--- src/rtl/piso_serializer_pkg.sv ---
// piso_serializer_pkg: shared FSM state encodings and sizing helper for the
// piso_serializer block.
`default_nettype none

package piso_serializer_pkg;

  typedef logic [1:0] piso_state_t;

  localparam piso_state_t PISO_IDLE   = 2'd0;
  localparam piso_state_t PISO_SHIFT  = 2'd1;
  localparam piso_state_t PISO_PARITY = 2'd2;

  // Bit counter must be able to represent WIDTH itself.
  function automatic int cnt_width(input int w);
    return $clog2(w + 1);
  endfunction

endpackage

`default_nettype wire

--- src/rtl/piso_serializer_slice.sv ---
// piso_serializer_slice: one shift-register bit, a load/shift mux feeding a
// flop with asynchronous active-low clear and a hold (clock-enable) input.
`default_nettype none

module piso_serializer_slice (
  input  logic clk_i,
  input  logic rst_ni,
  input  logic hold_i,
  input  logic load_i,
  input  logic load_bit_i,
  input  logic shift_bit_i,
  output logic q_o
);

  logic bit_q;
  logic bit_d;

  assign bit_d = load_i ? load_bit_i : shift_bit_i;

  always_ff @(posedge clk_i or negedge rst_ni) begin
    if (!rst_ni) begin
      bit_q <= 1'b0;
    end else if (!hold_i) begin
      bit_q <= bit_d;
    end
  end

  assign q_o = bit_q;

endmodule

`default_nettype wire

--- src/rtl/piso_serializer.sv ---
// piso_serializer: valid/ready parallel-in, serial-out stage with serial valid and
// end-of-word pulse. Define PISO_PARITY_EN to append an even-parity bit per word.
`default_nettype none

module piso_serializer
  import piso_serializer_pkg::*;
#(
  parameter int WIDTH     = 8,
  parameter int MSB_FIRST = 1
) (
  input  logic             iClk,
  input  logic             iClr,
  input  logic             iEnb,
  input  logic [WIDTH-1:0] iData,
  input  logic             iValid,
  output logic             oReady,
  output logic             oSerial,
  output logic             oSerValid,
  output logic             oDone
);

  localparam int             CW       = cnt_width(WIDTH);
  localparam logic [CW-1:0]  LAST_CNT = CW'(WIDTH - 1);

  piso_state_t      state_q, state_d;
  logic [CW-1:0]    count_q, count_d;
  logic [WIDTH-1:0] sr_q;
  logic [WIDTH-1:0] shift_in;
  logic             data_bit;
  logic             in_shift;
  logic             last_data;
  logic             word_end;
  logic             accept;
  logic             sr_hold;

  assign in_shift  = (state_q == PISO_SHIFT);
  assign last_data = in_shift && (count_q == LAST_CNT);
  assign accept    = iValid && oReady;
  assign sr_hold   = iEnb || !(accept || in_shift);

  if (MSB_FIRST != 0) begin : g_msb_first
    assign shift_in = {sr_q[WIDTH-2:0], 1'b0};
    assign data_bit = sr_q[WIDTH-1];
  end else begin : g_lsb_first
    assign shift_in = {1'b0, sr_q[WIDTH-1:1]};
    assign data_bit = sr_q[0];
  end

  for (genvar i = 0; i < WIDTH; i++) begin : g_slice
    piso_serializer_slice u_slice (
      .clk_i       (iClk),
      .rst_ni      (iClr),
      .hold_i      (sr_hold),
      .load_i      (accept),
      .load_bit_i  (iData[i]),
      .shift_bit_i (shift_in[i]),
      .q_o         (sr_q[i])
    );
  end

`ifdef PISO_PARITY_EN
  logic parity_q, parity_d;
  logic in_parity;

  assign in_parity = (state_q == PISO_PARITY);
  assign word_end  = in_parity;

  always_comb begin
    parity_d = parity_q;
    if (!iEnb) begin
      if (accept)        parity_d = 1'b0;
      else if (in_shift) parity_d = parity_q ^ data_bit;
    end
  end

  always_ff @(posedge iClk or negedge iClr) begin
    if (!iClr) parity_q <= 1'b0;
    else       parity_q <= parity_d;
  end
`else
  assign word_end = last_data;
`endif

  always_ff @(posedge iClk or negedge iClr) begin
    if (!iClr) begin
      state_q <= PISO_IDLE;
      count_q <= '0;
    end else begin
      state_q <= state_d;
      count_q <= count_d;
    end
  end

  always_comb begin
    state_d = state_q;
    count_d = count_q;
    if (!iEnb) begin
      case (state_q)
        PISO_IDLE: begin
          if (accept) state_d = PISO_SHIFT;
        end
        PISO_SHIFT: begin
          count_d = count_q + 1'b1;
          if (last_data) begin
            count_d = '0;
`ifdef PISO_PARITY_EN
            state_d = PISO_PARITY;
`else
            state_d = accept ? PISO_SHIFT : PISO_IDLE;
`endif
          end
        end
`ifdef PISO_PARITY_EN
        PISO_PARITY: begin
          state_d = accept ? PISO_SHIFT : PISO_IDLE;
        end
`endif
        default: state_d = PISO_IDLE;
      endcase
      // A newly accepted word always restarts the bit count.
      if (accept) count_d = '0;
    end
  end

  always_comb begin
    oReady    = ((state_q == PISO_IDLE) || word_end) && !iEnb;
    oDone     = word_end && !iEnb;
    oSerValid = 1'b0;
    oSerial   = 1'b0;
    if (in_shift) begin
      oSerValid = !iEnb;
      oSerial   = data_bit;
    end
`ifdef PISO_PARITY_EN
    if (in_parity) begin
      oSerValid = !iEnb;
      oSerial   = parity_q;
    end
`endif
  end

endmodule

`default_nettype wire

--- config.mk ---
export PLATFORM = sky130hd
export DESIGN_NAME = piso_serializer
export DESIGN_NICKNAME = d
export VERILOG_FILES = /design/src/rtl/piso_serializer_pkg.sv /design/src/rtl/piso_serializer_slice.sv /design/src/rtl/piso_serializer.sv
export SDC_FILE = /design/constraint.sdc
export NUM_CORES = 1
export LEC_CHECK = 0
export ABC_CLOCK_PERIOD_IN_PS = 1850
export BUFFER_PORTS_ARGS = -buffer_cell sky130_fd_sc_hd__buf_4
export CAP_MARGIN = 30
export CORE_MARGIN = 4
export CORE_UTILIZATION = 49
export DETAILED_ROUTE_END_ITERATION = 7
export PLACE_DENSITY = 0.74
export SLEW_MARGIN = 0
export SYNTH_ARGS = -nofsm -noshare
export SYNTH_HDL_FRONTEND = slang
export SYNTH_SLANG_ARGS = --single-unit
--- constraint.sdc ---
create_clock -name iClk -period 1.85 [get_ports iClk]
set_clock_uncertainty 0.2 [all_clocks]
set_input_delay 0.2775 -clock iClk [delete_from_list [all_inputs] [get_ports iClk]]
set_output_delay 0.2775 -clock iClk [all_outputs]
set_load 0.05 [all_outputs]
After elaboration in Yosys (flattened, before gate mapping) --
Index checks and enable logic that the tools add are counted.
Storage, ports and cells: bits in registers 14, latch bits 0, bits in writable memories 0, ROM bits 0, input bits 12, memories kept 0
Cells by class: $add $sub $neg 1, multiply operators 0, divide/modulo/power cells 0, magnitude comparators 0, eq/ne operators 4, shift-type cells 0, mux-type cells 17, bitwise logic cells 1, reduce and logical (&&, ||, !) cells 13
Operators by type and width (count):
- 4-bit two-way mux | 3
- 1-bit two-way mux | 11
- 4-bit by 1-bit adder with 4-bit output, second input constant | 1
- 4-bit by 3-bit == test with 1-bit output, second input constant | 1
- 1-bit logical AND | 4
- 2-bit two-way mux | 2
- 2-bit case mux with 2 select lines | 1
- 1-bit logical OR | 3
- 3-bit AND reduction | 1
- 2-bit by 1-bit == test with 1-bit output, second input constant | 1
- 1-bit logical NOT | 2
- 2-bit logical NOT | 1
- 2-bit by 1-bit inequality test with 1-bit output, second input constant | 1
- 2-bit inequality test, second input constant | 1
- 2-bit AND reduction | 1
- 2-bit nonzero test | 1
- 1-bit NOT | 1

Logic depth before layout (Yosys ltp) --
depth after elaboration 8, mapped depth 5

Hierarchy --
A second synthesis with hierarchy kept.
Second synthesis, totals: cells, all modules 63, area total of the unflattened synthesis 659.4 um^2
By module, submodules not included:
- piso_serializer_slice | times used 8, cells each 4, area each 43.8 um^2, seq. area each 25.0 um^2
- piso_serializer | times used 1, cells each 31, area each 309.0 um^2, seq. area each 125.1 um^2

Worst setup path after synthesis --
No wires, ideal clock.
path kind register to output, from register count_q[0], to output port oReady, data arrival time 1.505 ns, setup slack -0.132 ns, stages on the path, launching flop included 4, path through dfrtp_1 > ha_1 > nand3b_1 > a21oi_1
Between the ends: word-level cells in the longest chain between the ends 4
Ends and longest elaborated chain:
- start, declared | RTL line piso_serializer.sv:26 | logic [CW-1:0] count_q, count_d;
- start signal, assigned | RTL line piso_serializer.sv:90 | count_q <= count_d;
- 4-bit by 3-bit == test with 1-bit output | RTL line piso_serializer.sv:37 | assign last_data = in_shift && (count_q == LAST_CNT);
- 1-bit logical AND | RTL line piso_serializer.sv:37
- 1-bit logical OR | RTL line piso_serializer.sv:126 | oReady = ((state_q == PISO_IDLE) || word_end) && !iEnb;
- 1-bit logical AND | RTL line piso_serializer.sv:126
- end, declared | RTL line piso_serializer.sv:16 | output logic oReady,
No other way between the ends.

Worst setup path in the final report --
from register count_q[0], to output port oDone
Between the ends: word-level cells in the longest chain between the ends 3
Ends and longest elaborated chain:
- 4-bit by 3-bit == test with 1-bit output | RTL line piso_serializer.sv:37
- 1-bit logical AND | RTL line piso_serializer.sv:37
- 1-bit logical AND | RTL line piso_serializer.sv:127 | oDone = word_end && !iEnb;
- end, declared | RTL line piso_serializer.sv:19 | output logic oDone
No other way between the ends.

==> results.yml <==
timing:
  worst_slew_pin_slew_ps: 265
  grt_setup_unrepaired: "true"
  hold_ws_ps: 18.9
  period_minus_slack_ps: 1810
  min_period_over_period_pct: 97.9
  max_clock_freq_ghz: 0.552
  hold_viol: 0
  setup_viol: 0
  max_slew_margin_pct: 82.3
  drv_slew: 0
run_status:
  run_status: "finished, final reports clean"
final_layout:
  drive_gt1_share_pct: 35.3
  instances_no_fill: 99
  diodes: 0
  synthToLayoutAreaGrowth_pct: 34.5
  nets: 99
drt:
  route.detailed.drc: 0
  vias: 549
  avgViaCountPerCell: 5.55
  routedWlPerCell_um: 14.1
  postRouteAntennaNets: 0
  firstDrtPassIters: 4
  first_iter_violations: 3
  routed_wirelength_um: 1400
flow_run:
  drv_cap: 0
global_route:
  grt_pass1_wl_um: 2310
  grt_use_met3_pct: 2.44
  grt_use_met1_pct: 19.4
  grt_antenna_before_repair: 0
  grt_usage_pct: 16.0
  grt_busiest_layer: "met2"
  grtUsageMet2_pct: 28.2
  grt_pass1_vias: 554
  grt_max_degree: 14
  overflow: 0
setup_path:
  worst_setup_path_end_kind: "output port"
  slowest_delay_ps: 370
  worstReg2RegEnd: "g_slice[6].u_slice.q_o$_DFFE_PN0N_"
  r2r_cells: 5
  cpMaxStageDelayCell: "dfrtp_1"
  startpoint_type: "register"
  cp.required_ps: 1370
  crit_path_max_fanout: 5
  crit_chain: "ha_2 > nand3b_1 > nor2_1 > buf_6"
  cp_top_family: "flip-flops"
  arrival_ps: 1330
  r2r_slack_ps: 110
  cp_num_buf_inv: 1
  regToRegStartpoint: "count_q[0]$_DFFE_PN0P_"
  critical_path_class: "register to output port"
clock_network:
  clkSinkCount: 13
  clockRootBuffer: "clkbuf_4"
  cts.htree.levels: 1
  clock_latency_ps: 270
  path_clk_slew_ps: 90
  cts_tree: "done"
  clk_path_buf_depth: 2
  cts_inserted_buffers: 3
power_and_ir_drop:
  power_mw: 1.20
  cellLeakagePower_nw: 0.428
  powerDensity_nw_per_um2: 1370
  ir_drop_uv: 778
die:
  initial_core_util_pct: 55.4
  placementRows: 12
  die_area_um2: 1970
  die_y_um: 44.4
  core_area_um2: 1170
  die_x_um: 44.4
  ioPinCount: 16
worst_hold_path:
  holdPathStages: 2
  holdCritPathClass: "primary input to register"
  min_from: "iData[5]"
  min_to: "g_slice[5].u_slice.q_o$_DFFE_PN0N_"
logic_synthesis:
  syn_inst: 59
  ys_warn_count: 0
  syn_nets: 72
  synth_top_cell_by_area: "dfrtp_1"
  synth_area_leaders: "dfrtp_1 (50%), a221o_1 (9.2%), and2_1 (6.7%)"
  yosysSeqAreaShare_pct: 50.1
  synth_top_area_share_pct: 50.1
  netlist_area_um2: 649
  synth.distinct_cells: 24
  ys_seq_elements: 13
  avgSynthCellArea_um2: 11.0
place:
  dp_hpwl_um: 972
  place_congestion: 0.727
  portBuffers: 15
  dp_cells: 91
what timing repair did:
action	in CTS	in global routing
endpoints found under the setup margin	2	2
hold endpoints to repair	13	0
pin swaps	1	3
setup buffers	3	1
resized for setup	2	1
hold buffers	1	0
Yosys cell counts:
master	n
dfrtp_1	13
nand3_1	1
a21oi_1	5
o21ai_0	3
a22o_1	1
a2111o_1	1
and3b_1	1
o21bai_2	1
mux2_2	1
nand2_1	2
inv_1	3
nor2_1	1
buf_2	1
a221o_1	6
ha_1	1
nand3b_1	1
and2_1	7
nor2b_1	1
a211o_1	1
or3_1	1
and4b_1	1
nand2b_1	3
buf_6	1
o31ai_1	2
flip-flops by register name, indices dropped and copies added (netlist names):
name	flops
g_slice.u_slice.q_o	8
count_q	4
state_q	1
layer usage:
metal,up-vias,part of all wire (%),wire (um)
li1,272,-,-
met1,260,43,598
met2,15,51,716
met3,2,5.3,74
met4,0,0.57,8
met5,-,0,0
power breakdown:
| group | switching [mW] | internal [mW] | leakage (nW) |
|---|---|---|---|
| registers | 0.0952 | 0.401 | 0.167 |
| logic | 0.257 | 0.270 | 0.247 |
| clock network | 0.0932 | 0.0834 | 0.0150 |
| total | 0.446 | 0.754 | 0.428 |
kinds of logic after synthesis:
| logic type | Yosys count | synth area share (%) |
|---|---|---|
| buf+inv | 5 | 4.24 |
| simple gates | 19 | 18.1 |
| fa+ha+maj | 1 | 1.93 |
| compound gates | 20 | 23.9 |
| flops | 13 | 50.1 |
| mux | 1 | 1.73 |
cell usage in the layout (no fill, tap or decap):
cell | synthesis | layout
and3b_1 | 1 | 1
a21oi_2 | 0 | 1
a22o_1 | 1 | 1
or3_1 | 1 | 1
nor2_1 | 1 | 1
mux2_2 | 1 | 1
and2_1 | 7 | 7
o21ai_0 | 3 | 3
buf_4 | 0 | 21
inv_1 | 3 | 3
a221o_1 | 6 | 6
clkbuf_4 | 0 | 3
dfrtp_1 | 13 | 13
o31ai_1 | 2 | 2
and4b_1 | 1 | 1
a21oi_1 | 5 | 4
a211o_1 | 1 | 1
clkbuf_1 | 0 | 1
nand2b_1 | 3 | 3
dlygate4sd3_1 | 0 | 1
nand2_1 | 2 | 2
nor2b_1 | 1 | 1
ha_2 | 0 | 1
nand3_1 | 1 | 1
buf_6 | 1 | 2
nand3b_1 | 1 | 1
a2111o_1 | 1 | 1
o21bai_2 | 1 | 1
area by class of cell:
class	instances	area, um^2
clock buffers	4	26.3
fillers	90	298
inverters	3	11.3
multi-input cells	41	303
flip-flops and latches	13	325
well taps	14	17.5
repair buffers	24	190
stage by stage:
step / TNS, ps / setup WS [ps] / cell area, um^2 / utilization, %
2_1_floorplan: -13.5 / -13.5 / 653 / -
6_report: 0 / 38.5 / 873 / 74.6
3_5_place_dp: 0 / 134 / 805 / 68.7
3_3_place_gp: 0 / 184 / 805 / 68.7
5_1_grt: -73.6 / -43.7 / 873 / 74.6
4_1_cts: 0 / 31.6 / 862 / 73.6
worst max-delay path by stage:
| stage | from | endpoint | slack (ps) | depth (start not counted) |
|---|---|---|---|---|
| 2_1_floorplan | count_q[0]$_DFFE_PN0P_ | oDone | -10 | 3 |
| 3_3_place_gp | count_q[0]$_DFFE_PN0P_ | g_slice[4].u_slice.q_o$_DFFE_PN0N_ | 180 | 5 |
| 3_5_place_dp | count_q[0]$_DFFE_PN0P_ | g_slice[6].u_slice.q_o$_DFFE_PN0N_ | 130 | 5 |
| 4_1_cts | count_q[1]$_DFFE_PN0P_ | oReady | 30 | 4 |
| 5_1_grt | count_q[0]$_DFFE_PN0P_ | oDone | -40 | 4 |
| 6_report | count_q[0]$_DFFE_PN0P_ | oDone | 40 | 4 |
No activity file was read; power rests on OpenSTA's default activity.
